<file path="src/rtl/sim_halt_monitor.sv">
// End-of-run detector for the cortex_m0 fetch stream: halts on BKPT, B ., a stuck PC
// or an exhausted cycle budget, and reports cause, PC and run statistics.
module sim_halt_monitor #(
    parameter logic [31:0] MAX_CYCLES  = 32'd1000,
    parameter int          LOOP_REPEAT = 4
) (
    input  logic        clk,
    input  logic        rst,
    input  logic        instr_valid,
    input  logic [31:0] instr_pc,
    input  logic [15:0] instr,
    output logic        halted,
    output logic [1:0]  halt_cause,
    output logic [31:0] halt_pc,
    output logic [31:0] cycle_count,
    output logic [31:0] retired_count
);

    // state  | meaning
    // RUN    | watching fetches, counters advancing
    // HALTED | cause/pc latched, everything frozen until rst
    typedef enum logic {ST_RUN = 1'b0, ST_HALTED = 1'b1} state_t;

    localparam logic [31:0] LOOP_REPEAT_W = 32'(LOOP_REPEAT);

    state_t      r_state;
    state_t      w_state_nxt;
    logic [1:0]  r_cause;
    logic [31:0] r_halt_pc;
    logic [31:0] r_cycles;
    logic [31:0] r_retired;
    logic [31:0] r_last_pc;
    logic [7:0]  r_rep;

    logic        w_run;
    logic [7:0]  w_rep_nxt;
    logic        w_ev_bkpt;
    logic        w_ev_self;
    logic        w_ev_rep;
    logic        w_ev_tmo;
    logic        w_halt_ev;
    logic [1:0]  w_cause;
    logic [31:0] w_pc;

    assign w_run     = (r_state == ST_RUN);
    // rep saturates so a very long stall cannot wrap back through LOOP_REPEAT
    assign w_rep_nxt = (instr_pc == r_last_pc) ? ((r_rep == 8'hFF) ? 8'hFF : r_rep + 8'd1)
                                               : 8'd1;
    assign w_ev_bkpt = w_run && instr_valid && (instr[15:8] == 8'hBE);
    assign w_ev_self = w_run && instr_valid && (instr == 16'hE7FE);
    assign w_ev_rep  = w_run && instr_valid && ({24'd0, w_rep_nxt} == LOOP_REPEAT_W);
    assign w_ev_tmo  = w_run && ((r_cycles + 32'd1) == MAX_CYCLES);
    assign w_halt_ev = w_ev_bkpt || w_ev_self || w_ev_rep || w_ev_tmo;

    always_ff @(posedge clk) begin
        if (rst) begin
            r_state <= ST_RUN;
        end else begin
            r_state <= w_state_nxt;
        end
    end

    always_comb begin
        w_state_nxt = r_state;
        case (r_state)
            ST_RUN:    if (w_halt_ev) w_state_nxt = ST_HALTED;
            ST_HALTED: w_state_nxt = ST_HALTED;
            default:   w_state_nxt = ST_RUN;
        endcase
    end

    always_comb begin
        w_cause = 2'd3;
        w_pc    = 32'd0;
        if (w_ev_bkpt) begin
            w_cause = 2'd0;
            w_pc    = instr_pc;
        end else if (w_ev_self) begin
            w_cause = 2'd1;
            w_pc    = instr_pc;
        end else if (w_ev_rep) begin
            w_cause = 2'd2;
            w_pc    = instr_pc;
        end
    end

    always_ff @(posedge clk) begin
        if (rst) begin
            r_cause   <= 2'd0;
            r_halt_pc <= 32'd0;
            r_cycles  <= 32'd0;
            r_retired <= 32'd0;
            r_last_pc <= 32'd0;
            r_rep     <= 8'd0;
        end else if (w_run) begin
            r_cycles <= r_cycles + 32'd1;
            if (instr_valid) begin
                r_last_pc <= instr_pc;
                r_rep     <= w_rep_nxt;
                if (!w_halt_ev) r_retired <= r_retired + 32'd1;
            end
            if (w_halt_ev) begin
                r_cause   <= w_cause;
                r_halt_pc <= w_pc;
            end
        end
    end

    assign halted        = (r_state == ST_HALTED);
    assign halt_cause    = r_cause;
    assign halt_pc       = r_halt_pc;
    assign cycle_count   = r_cycles;
    assign retired_count = r_retired;

endmodule

</file>
<file path="config.mk">
export PLATFORM = sky130hd
export DESIGN_NAME = sim_halt_monitor
export DESIGN_NICKNAME = d
export VERILOG_FILES = /design/src/rtl/sim_halt_monitor.sv
export SDC_FILE = /design/constraint.sdc
export NUM_CORES = 1
export LEC_CHECK = 0
export ABC_CLOCK_PERIOD_IN_PS = 3700
export BUFFER_PORTS_ARGS = -buffer_cell sky130_fd_sc_hd__buf_2
export CORE_MARGIN = 2
export CORE_UTILIZATION = 43
export CTS_CLUSTER_SIZE = 12
export DETAILED_ROUTE_END_ITERATION = 16
export PLACE_DENSITY = 0.64
export SYNTH_ARGS = -nofsm -noshare
export SYNTH_HDL_FRONTEND = slang
export SYNTH_SLANG_ARGS = --single-unit
</file>
<file path="constraint.sdc">
create_clock -name clk -period 3.7 [get_ports clk]
set_input_delay 0.555 -clock clk [delete_from_list [all_inputs] [get_ports clk]]
set_output_delay 0.555 -clock clk [all_outputs]
set_load 0.005 [all_outputs]
</file>
; Word-level counts from Yosys, hierarchy flattened
; Cells that the tools add are included.
[totals]
regBits = 139
inputBits = 51
out_inout_bits = 99
word_cells = 39
[classes]
add_sub_neg = 3
eq_ne = 6
muxes = 10
n_bitwise = 2
reduce_logical = 11
[op_table]
columns = operator, count
row1 = $mux W32, 3
row2 = $add A32 B1 Y32 const B, 2
row3 = $eq A32 B10 Y1 const B, 1
row4 = $eq A32 B32 Y1, 1
row5 = $eq A16 B16 Y1 const B, 1
row6 = $eq A8 B8 Y1 const B, 2
row7 = $mux W8, 2
row8 = $add A8 B1 Y8 const B, 1
row9 = $eq A8 B3 Y1 const B, 1
row10 = $logic_and A1 B1 Y1, 5
row11 = $mux W2, 2
row12 = $reduce_and A2 Y1, 2
row13 = $logic_or A1 B1 Y1, 3
row14 = $reduce_and A3 Y1, 1
row15 = $mux W1, 2
row16 = $not A1 Y1, 2
row17 = $pmux W1 S2, 1

; Logic depth before layout (Yosys ltp)
; Gate-level depths: netlist of the first run.
[logic_depth]
ltp_word = 9
depth_mapped = 13
depth_no_buf = 9

; Least setup slack after synthesis of the first run
; Ideal clock, no wire load.
[synth_timing]
kind = register to register
from = reg r_cycles[0], in the netlist cycle_count[0]
to = reg r_retired[1], in the netlist retired_count[1]
setup_ps = 115
arrival_time_ps = 2986
required_ps = 3585
slack_ps = 599
stages_incl_launch_ff = 12
path_buffers = 2
period_less_slack_ps = 3101
path_cell_list = dfxtp_1 > ha_1 > nand4_1 > nor4_2 > nand2_1 > xnor2_1 > or4b_4 > nor4_4 > buf_6 > buf_6 > nor2_1 > a31o_1
[synth_between]
elab_chain_len = 6
[synth_rtl]
columns = element, line_no
row1 = "start, declared", 30  ; logic [31:0] r_cycles;
row2 = "start signal, assigned", 96  ; r_cycles <= r_cycles + 32'd1;
row3 = $add A32 B1 Y32, 52  ; assign w_ev_tmo = w_run && ((r_cycles + 32'd1) == MAX_CYCLES);
row4 = $eq A32 B10 Y1, 52
row5 = $logic_and A1 B1 Y1, 52
row6 = $logic_or A1 B1 Y1, 53  ; assign w_halt_ev = w_ev_bkpt || w_ev_self || w_ev_rep || w_ev_tmo;
row7 = $not A1 Y1 (no line), n/a
row8 = $reduce_and A3 Y1 (no line), n/a
row9 = "end signal, assigned", 100  ; if (!w_halt_ev) r_retired <= r_retired + 32'd1;
row10 = "end, declared", 31  ; logic [31:0] r_retired;
; Every way passes these cells.
; A chain may end at the register's enable or synchronous reset.

; Final worst setup path of the first run
[layout_timing]
from = reg r_cycles[0], in the netlist cycle_count[0]
to = reg r_retired[28], in the netlist retired_count[28]
; The elaborated chain is that of the path after synthesis.

==> out/results.ini, run 1 <==
[synth]
synthesis.nets = 922
synth_top_area_share_pct = 39.6
yosys-top-cells-area = dfxtp_1 40%, nand2_1 6.9%, xnor2_1 6.9%
yosysTopAreaCell = dfxtp_1
synthSimpleGateAreaFrac_pct = 29.7
synth_area_sq_um = 7030
synth_xor_xnor_area_share_pct = 9.10
ys_ff_latch = 139
synth.distinct_cells = 61
synth_compound_area_share_pct = 14.7
ys_seq_area_share_pct = 39.6
synth_top_family_by_area = simple AND/OR/NAND/NOR gates
synth-edff-count = 0
muxShareOfSynthArea_pct = 2.01
synth.avg_cell_area_sq_um = 8.10
synth_common_cells = 139 x dfxtp_1, 129 x nand2_1, 100 x nor2_1
synthCells = 868
ys_warn_count = 0
synth_adder_area_share_pct = 0.534
async_flop_share_pct = 0
synth_most_common_cell = dfxtp_1
synthFlopType = dfxtp_1

[sta]
worst_pin_slew_ns = 0.535
max_freq_mhz = 295
finalMaxSlewViolations = 0
tns_ns = 0
hold_violations = 0
worst_slack_ns = 0.308
rsz0062_at_grt = no
min_period_ns = 3.39
skew_ns = 0.00747
max-slew-margin-rel_pct = 64.0
layout_worst_path_cycle_share_pct = 91.7
finalSetupViolations = 0

[job]
cap_violations = 0

[worst_setup_path]
r2r_cells = 10
end_kind = flip-flop
crit_top_cell = nor4_4
crit_fanout = 63
slowest_delay_ns = 0.50
r2r_start = cycle_count[0]
cp_slowest_cell = or4b_4
rr_endpoint = retired_count[28]
worstPathRequired_ns = 4.01
cp_cell_sequence = ha_1, nand4_1, nor4_4, nand2_1, xnor2_1, or4b_4, nor4_4, buf_12, nor3_1, mux2_1
worstPathArrival_ns = 3.70
r2r_setup_slack_ns = 0.31
worstSetupStartpointType = flip-flop
worst-setup-path-type = reg -> reg

[power]
p_total_mw = 3.41
p_sw_share_pct = 23.3
pwr_density_cell_nw_per_um2 = 399
pwr-share-clk_pct = 49.0
internal_power_mw = 2.62
p_seq_share_pct = 45.2
power.switching_mw = 0.794
vdd_ir_drop_max_uv = 310
comb_power_share_pct = 5.8
p_leak_nw = 3.55

[global_routing]
grt_pass1_wl_mm = 30.2
antenna_found_initial = 1
grt-ovfl-total = 0
grt_max_degree = 70
grt.total_usage_pct = 21.1
grt_pass1_vias = 5935

[placement]
placed_cell_area_sq_um = 7970
pre_cts_ws_ns = 0.283
gp_congestion = 0.850
place.port_buffers = 149
dpl.hpwl_mm = 12.9

[min_path]
min_to = r_last_pc[9]
hp-class = in -> reg
worstHoldStart = instr_pc[9]
min_path_cells = 3

[clock_network]
clk_path_buf_depth = 2
clock-root-buffer = clkbuf_16
path_clk_slew_ns = 0.06
post-cts-setup-buffers = 0
tritoncts = done
cts_hold_buffers = 0
clock-sinks = 139
cts_buffers = 17
htreeDepth = 4
post_cts_resized = 0
clk_latency_ns = 0.42

[final_layout]
fillers = 1551
finish.instance_area_sq_um = 8560
fin_nets = 1052
drive_gt1_share_pct = 21.6
area_delta_synth_final_pct = 21.8
utilization_pct = 53.7
diodes = 0

[routing]
drt-pass1-iter-count = 5
avgViaCountPerCell = 5.39
wl_per_cell_microns = 15.3
drt_iter0_drc = 446
wl_mm = 18.7
drc_errors = 0
routed-via-count = 6611
final_antenna_net_count = 0

[die]
pin_count = 150
rows = 46
die_h_microns = 132
core_sq_um = 15900
dieArea_sq_um = 17400
initial_core_util_pct = 44.1
dieWidth_microns = 132

[status]
status = complete, no violations

## routing by layer
layer | GRT usage [%] | part of all wire, % | up-vias
met5 | 0 | 0.059 | -
met2 | 33.6 | 46 | 163
li1 | - | - | 3348
met3 | 6.15 | 6.2 | 19
met4 | 5.86 | 0.99 | 2
met1 | 28.0 | 46 | 3079
## worst max-delay path by stage
stage                        start                end  slack, ns  cells after the start
global placement    cycle_count[0]  retired_count[30]       0.32                     11
floorplan           cycle_count[0]   retired_count[1]       0.60                     11
finish              cycle_count[0]  retired_count[28]       0.31                     10
global route        cycle_count[0]  retired_count[28]       0.04                     11
CTS                 cycle_count[0]  retired_count[30]       0.27                     11
detailed placement  cycle_count[0]  retired_count[30]       0.28                     11
## critical path, delay by kind of cell (launching register included)
family                     cells  cell delay [ns]
and+or+nand+nor                6             1.64
DFF                            1             0.48
adders and majority gates      1             0.37
buffers and inverters          1             0.29
xor gates and xnor gates       1             0.15
muxes                          1             0.33
## through the flow
step / hold WS, ns / instances
6_report: 0.399 / 1226
4_1_cts: 0.383 / 1226
2_1_floorplan: 0.449 / 868
5_1_grt: 0.401 / 1226
3_3_place_gp: 0.454 / 1195
3_5_place_dp: 0.460 / 1195
## area by class of cell
| type | instances | area (sq um) | share of cell area [%] |
|---|---|---|---|
| multi-input cells | 659 | 3960 | 46.2 |
| flip-flops and latches | 139 | 2780 | 32.5 |
| repair buffers | 170 | 931 | 10.9 |
| clock buffers | 19 | 453 | 5.29 |
| well taps | 216 | 270 | 3.16 |
| clock inverters | 12 | 124 | 1.45 |
| inverters | 11 | 41.3 | 0.483 |
## power by group through the flow
stage	Sequential (mW)	Combinational [mW]	Clock, mW
2_1_floorplan	1.57	0.117	0
3_3_place_gp	1.58	0.198	0
3_5_place_dp	1.58	0.200	0
4_1_cts	1.54	0.201	1.70
5_1_grt	1.55	0.221	1.77
6_report	1.54	0.199	1.67
## logic make-up after synthesis
logic type | Yosys count
buffers and inverters | 70
adder cells (fa/ha/maj) | 3
AO/OA/AOI/OAI | 153
XOR/XNOR | 73
flip-flops | 139
multiplexers | 13
AND/OR/NAND/NOR | 417
## cell usage in the layout (no fill, tap or decap), drive strengths merged, types with 20 or more instances in the layout
master	count
a21oi	61
a2bb2oi	32
buf	170
dfxtp	139
nand2	129
nand3	35
nand4	30
nor2	100
nor3	20
nor4	20
xnor2	55
## state kept, by name (all words and copies together) (netlist names)
signal,cells
r_last_pc,32
retired_count,32
halted,1
halt_cause,2
halt_pc,32
cycle_count,32
r_rep,8
(Power assumes the default switching activity.)
==> run 2: changes to the inputs <==
Settings changed: REMOVE_ABC_BUFFERS set to 1.
==> out/results.ini, run 2 (synthesized netlist as in run 1, its figures left out) <==
[global_routing]
antenna_found_initial = 1  ; unchanged
grt_pass1_vias = 6046  ; was 5935
grt_max_degree = 65  ; was 70
grt_pass1_wl_mm = 30.4  ; was 30.2 mm
grt-ovfl-total = 0  ; unchanged
grt.total_usage_pct = 20.9  ; was 21.1%

[clock_network]
cts_buffers = 17  ; unchanged
clk_latency_ns = 0.42  ; about the same
clock-root-buffer = clkbuf_16  ; unchanged
path_clk_slew_ns = 0.06  ; about the same
tritoncts = done  ; unchanged
htreeDepth = 4  ; unchanged
cts_hold_buffers = 0  ; unchanged
clock-sinks = 139  ; unchanged
post-cts-setup-buffers = 0  ; unchanged
clk_path_buf_depth = 2  ; unchanged
post_cts_resized = 0  ; unchanged

[sta]
max-slew-margin-rel_pct = 58.5  ; was 64.0%
finalMaxSlewViolations = 0  ; unchanged
max_freq_mhz = 305  ; was 295 MHz
skew_ns = 0.00564  ; was 0.00747 ns
rsz0062_at_grt = no  ; unchanged
tns_ns = 0  ; unchanged
worst_pin_slew_ns = 0.623  ; was 0.535 ns
layout_worst_path_cycle_share_pct = 88.7  ; was 91.7%
min_period_ns = 3.28  ; was 3.39 ns
whs_ns = 0.404  ; was 0.399 ns
hold_violations = 0  ; unchanged
worst_slack_ns = 0.419  ; was 0.308 ns
finalSetupViolations = 0  ; unchanged

[power]
pwr-share-clk_pct = 46.7  ; was 49.0%
p_seq_share_pct = 47.5  ; was 45.2%
p_total_mw = 3.25  ; was 3.41 mW
p_leak_nw = 3.52  ; was 3.55 nW
internal_power_mw = 2.46  ; was 2.62 mW
vdd_ir_drop_max_uv = 303  ; was 310 uV
power.switching_mw = 0.786  ; was 0.794 mW
pwr_density_cell_nw_per_um2 = 382  ; was 399 nW/um^2
comb_power_share_pct = 5.8  ; about the same
p_sw_share_pct = 24.2  ; was 23.3%

[routing]
wl_mm = 18.2  ; was 18.7 mm
routed-via-count = 6674  ; was 6611
avgViaCountPerCell = 5.43  ; was 5.39
final_antenna_net_count = 0  ; unchanged
drt_iter0_drc = 345  ; was 446
wl_per_cell_microns = 14.8  ; was 15.3 microns
drt-pass1-iter-count = 5  ; unchanged
drc_errors = 0  ; unchanged

[final_layout]
utilization_pct = 53.3  ; was 53.7%
regArea_sq_um = 2780  ; unchanged
fin_nets = 1053  ; was 1052
final_common_cell = buf_2  ; unchanged
instances_no_fill = 1228  ; was 1226
area_delta_synth_final_pct = 20.9  ; was 21.8%
drive_gt1_share_pct = 21.6  ; about the same
fillers = 1562  ; was 1551
mostFrequentLayoutCells = 148 x buf_2, 139 x dfxtp_1, 129 x nand2_1  ; unchanged
finish.instance_area_sq_um = 8500  ; was 8560 sq um
multi_input_area_sq_um = 3950  ; was 3960 sq um

[placement]
gp_congestion = 0.861  ; was 0.850
place.port_buffers = 149  ; unchanged
dpl.hpwl_mm = 12.4  ; was 12.9 mm
placed_cell_area_sq_um = 7980  ; was 7970 sq um
pre_cts_ws_ns = 0.395  ; was 0.283 ns
place_inst = 1196  ; was 1195

[die]
pin_count = 150  ; unchanged
initial_core_util_pct = 44.1  ; unchanged
rows = 46  ; unchanged
die_h_microns = 132  ; unchanged
core_sq_um = 15900  ; unchanged
dieArea_sq_um = 17400  ; unchanged
dieWidth_microns = 132  ; unchanged

[min_path]
hp-class = in -> reg  ; unchanged

[status]
status = complete, no violations  ; unchanged

[worst_setup_path]
worst-setup-path-type = reg -> reg  ; unchanged
worstSetupStartpointType = flip-flop  ; unchanged
worstPathRequired_ns = 4.05  ; was 4.01 ns
worstPathArrival_ns = 3.63  ; was 3.70 ns
end_kind = flip-flop  ; unchanged
crit_fanout = 57  ; was 63

[job]
cap_violations = 0  ; unchanged

run 2: power by group through the flow:
stage | sequential (mW) | clock [mW] | combinational [mW]
after floorplan | 1.57 | 0 | 0.0914
after global placement | 1.58 | 0 | 0.190
after detailed placement | 1.58 | 0 | 0.190
after CTS | 1.54 | 1.55 | 0.192
after global routing | 1.55 | 1.62 | 0.213
final | 1.54 | 1.52 | 0.190
run 2: routing by layer:
layer  track usage (%)  routed length, microns  vias to the layer above
li1                  -                       -                     3339
met1              28.6                    8750                     3123
met2              32.7                    8170                      194
met3              5.54                    1100                       18
met4              5.74                     201                        0
met5                 0                       0                        -
run 2: layout make-up:
| cell class | instances | share of cell area, % |
|---|---|---|
| Multi-Input combinational cell | 659 | 46.4 |
| Clock buffer | 19 | 5.21 |
| Inverter | 11 | 0.486 |
| Clock inverter | 12 | 0.883 |
| Tap cell | 216 | 3.18 |
| Antenna cell | 1 | 0.0294 |
| Timing Repair Buffer | 171 | 11.0 |
| Sequential cell | 139 | 32.7 |
run 2: critical path, cell delays in order (launching register included):
cell and delay [ns]:
dfxtp_1 0.45, ha_1 0.32, nand4_1 0.18, nor4_2 0.30, buf_4 0.19, nand4_1 0.10
xnor2_1 0.15, or3_1 0.39, nor4_4 0.28, buf_12 0.29, buf_4 0.27, o21ai_0 0.13
a21oi_1 0.13
run 2: path summary, 6_finish.rpt:
kind             startpoint           endpoint  slack (ns)  depth (start not counted)
max          cycle_count[0]  retired_count[14]        0.42                         12
min            instr_pc[27]      r_last_pc[27]        0.40                          3
max reg2reg  cycle_count[0]  retired_count[14]        0.42                         12
min reg2reg   r_last_pc[26]      r_last_pc[26]        0.47                          2
==> run 3: changes to the inputs <==
Settings changed: GPL_TIMING_DRIVEN set to 0.
==> out/results.ini, run 3 (synthesized netlist as in run 1, its figures left out) <==
[status]
status = complete, no violations  ; unchanged

[power]
p_seq_share_pct = 44.7  ; was 47.5%
power.switching_mw = 0.791  ; was 0.786 mW
p_leak_nw = 3.53  ; was 3.52 nW
vdd_ir_drop_max_uv = 302  ; was 303 uV
pwr-share-clk_pct = 49.7  ; was 46.7%
comb_power_share_pct = 5.5  ; was 5.8%
p_total_mw = 3.45  ; was 3.25 mW
internal_power_mw = 2.66  ; was 2.46 mW
p_sw_share_pct = 22.9  ; was 24.2%
pwr_density_cell_nw_per_um2 = 403  ; was 382 nW/um^2

[min_path]
worstHoldStart = instr_pc[26]  ; was instr_pc[27]
hp-class = in -> reg  ; unchanged
min_to = r_last_pc[26]  ; was r_last_pc[27]
min_path_cells = 3  ; unchanged

[final_layout]
fin_nets = 1043  ; was 1053
instances_no_fill = 1219  ; was 1228
final_common_cell = buf_2  ; unchanged
mostFrequentLayoutCells = 148 x buf_2, 138 x dfxtp_1, 128 x nand2_1  ; was 148 x buf_2, 139 x dfxtp_1, 129 x nand2_1
area_delta_synth_final_pct = 22.1  ; was 20.9%
fillers = 1547  ; was 1562
drive_gt1_share_pct = 21.5  ; was 21.6%

[die]
pin_count = 150  ; unchanged
dieWidth_microns = 132  ; unchanged
die_h_microns = 132  ; unchanged
core_sq_um = 15900  ; unchanged
rows = 46  ; unchanged
initial_core_util_pct = 44.1  ; unchanged
dieArea_sq_um = 17400  ; unchanged

[placement]
dpl.hpwl_mm = 11.9  ; was 12.4 mm
pre_cts_ws_ns = -1.00  ; was 0.395 ns
gp_congestion = 0.864  ; was 0.861
place_inst = 1181  ; was 1196
place.port_buffers = 149  ; unchanged

[clock_network]
clock-sinks = 139  ; unchanged
cts_buffers = 17  ; unchanged
clk_path_buf_depth = 2  ; unchanged
cts_hold_buffers = 0  ; unchanged
clk_latency_ns = 0.42  ; about the same
path_clk_slew_ns = 0.06  ; about the same
clock-root-buffer = clkbuf_16  ; unchanged
tritoncts = done  ; unchanged
htreeDepth = 4  ; unchanged

[routing]
drc_errors = 0  ; unchanged
drt_iter0_drc = 259  ; was 345
avgViaCountPerCell = 5.38  ; was 5.43
wl_mm = 18.2  ; about the same
drt-pass1-iter-count = 4  ; was 5
final_antenna_net_count = 0  ; unchanged
wl_per_cell_microns = 14.9  ; was 14.8 microns
routed-via-count = 6553  ; was 6674

[worst_setup_path]
slowest_delay_ns = 0.50  ; was 0.45 ns
r2r_cells = 11  ; was 12
worst-setup-path-type = reg -> reg  ; unchanged
crit_fanout = 20  ; was 57
rr_endpoint = retired_count[30]  ; was retired_count[14]
cp_slowest_cell = dfxtp_1  ; unchanged
r2r_start = cycle_count[0]  ; unchanged
end_kind = flip-flop  ; unchanged
critPathTopFamily = simple AND/OR/NAND/NOR gates  ; unchanged
worstPathRequired_ns = 4.01  ; was 4.05 ns
cp_num_buf_inv = 2  ; was 3
crit_top_cell = nor4_4
worstSetupStartpointType = flip-flop  ; unchanged
cp_cell_sequence = ha_2, nand4_1, nor4_4, nand2_1, xnor2_1, or4b_4, nor4_4, buf_6, buf_8, nor3_1, mux2_1  ; was ha_1, nand4_1, nor4_2, buf_4, nand4_1, xnor2_1, or3_1, nor4_4, buf_12, buf_4, o21ai_0, a21oi_1
r2r_setup_slack_ns = 0.14  ; was 0.42 ns
worstPathArrival_ns = 3.87  ; was 3.63 ns

[global_routing]
antenna_found_initial = 0  ; was 1
grt-ovfl-total = 0  ; unchanged
grt_pass1_vias = 5975  ; was 6046
grt_max_degree = 80  ; was 65
grt.total_usage_pct = 20.3  ; was 20.9%
grt_pass1_wl_mm = 29.5  ; was 30.4 mm

[sta]
finalSetupViolations = 0  ; unchanged
max_freq_mhz = 281  ; was 305 MHz
finalMaxSlewViolations = 0  ; unchanged
hold_violations = 0  ; unchanged
skew_ns = 0.00868  ; was 0.00564 ns
min_period_ns = 3.56  ; was 3.28 ns
worst_slack_ns = 0.140  ; was 0.419 ns
worst_pin_slew_ns = 0.994  ; was 0.623 ns
layout_worst_path_cycle_share_pct = 96.2  ; was 88.7%
max-slew-margin-rel_pct = 33.1  ; was 58.5%

[job]
cap_violations = 0  ; unchanged

-- run 3: changes by cell type in the layout (fill, tap and decap cells not counted), moves of 2 or more --
cell,before,now
bufinv_16,0,2
buf_4,21,4
buf_8,0,2
buf_6,0,4
clkbuf_8,1,4
clkinv_2,7,3
-- run 3: per-stage QoR --
stage / instance area [sq um] / hold WS (ns) / setup TNS (ns) / utilization [%]
after global placement: 7780 / 0.454 / -173.55 / 48.8
after floorplan: 6760 / 0.443 / -58.89 / -
after global routing: 8580 / 0.399 / -0.378 / 53.8
final: 8580 / 0.402 / 0 / 53.8
after CTS: 8540 / 0.389 / 0 / 53.6
after detailed placement: 7910 / 0.459 / -33.68 / 49.6
-- run 3: area by class of cell --
| cell class | count | area, sq um | share of cell area (%) |
|---|---|---|---|
| well taps | 216 | 270 | 3.15 |
| flip-flops and latches | 139 | 2780 | 32.4 |
| clock buffers | 22 | 484 | 5.64 |
| multi-input cells | 660 | 3990 | 46.5 |
| clock inverters | 10 | 115 | 1.34 |
| repair buffers | 160 | 893 | 10.4 |
| inverters | 11 | 41.3 | 0.481 |
| diodes | 1 | 2.50 | 0.0292 |
-- run 3: repair_timing --
item,CTS,global route
cloned,0,1
buffers inserted,2,2
pin swaps,1,2
gates resized for setup,4,3
endpoints found under the setup margin,67,45
-- run 3: how the worst max path moves through the flow --
stage                         startpoint                end  slack (ns)  cells after the start
after floorplan           cycle_count[7]   retired_count[1]       -1.07                      8
after global placement    cycle_count[7]   retired_count[1]       -2.86                      8
after detailed placement          halted  retired_count[11]       -1.00                      7
after CTS                 cycle_count[7]  retired_count[30]        0.01                     10
after global routing      cycle_count[1]  retired_count[30]       -0.06                     11
final                     cycle_count[0]  retired_count[30]        0.14                     11
-- run 3: power groups by stage --
stage	Clock (mW)	Combinational, mW	Sequential [mW]
CTS	1.75	0.192	1.54
floorplan	0	0.0914	1.57
global route	1.81	0.214	1.55
global placement	0	0.183	1.58
detailed placement	0	0.190	1.58
finish	1.72	0.191	1.55
-- run 3: worst min-delay path: cells and delay by family --
| kind | cells | cell delay (ns) |
|---|---|---|
| buffers and inverters | 1 | 0.12 |
| and+or+nand+nor | 1 | 0.05 |
| AOI/OAI and AO/OA | 1 | 0.05 |
-- run 3: per-layer routing --
metal | track usage, % | part of all wire [%] | vias up
met2 | 32.5 | 45 | 150
met5 | 0 | 0 | -
li1 | - | - | 3334
met3 | 4.46 | 4.7 | 19
met4 | 6.76 | 1.4 | 0
met1 | 27.3 | 49 | 3050
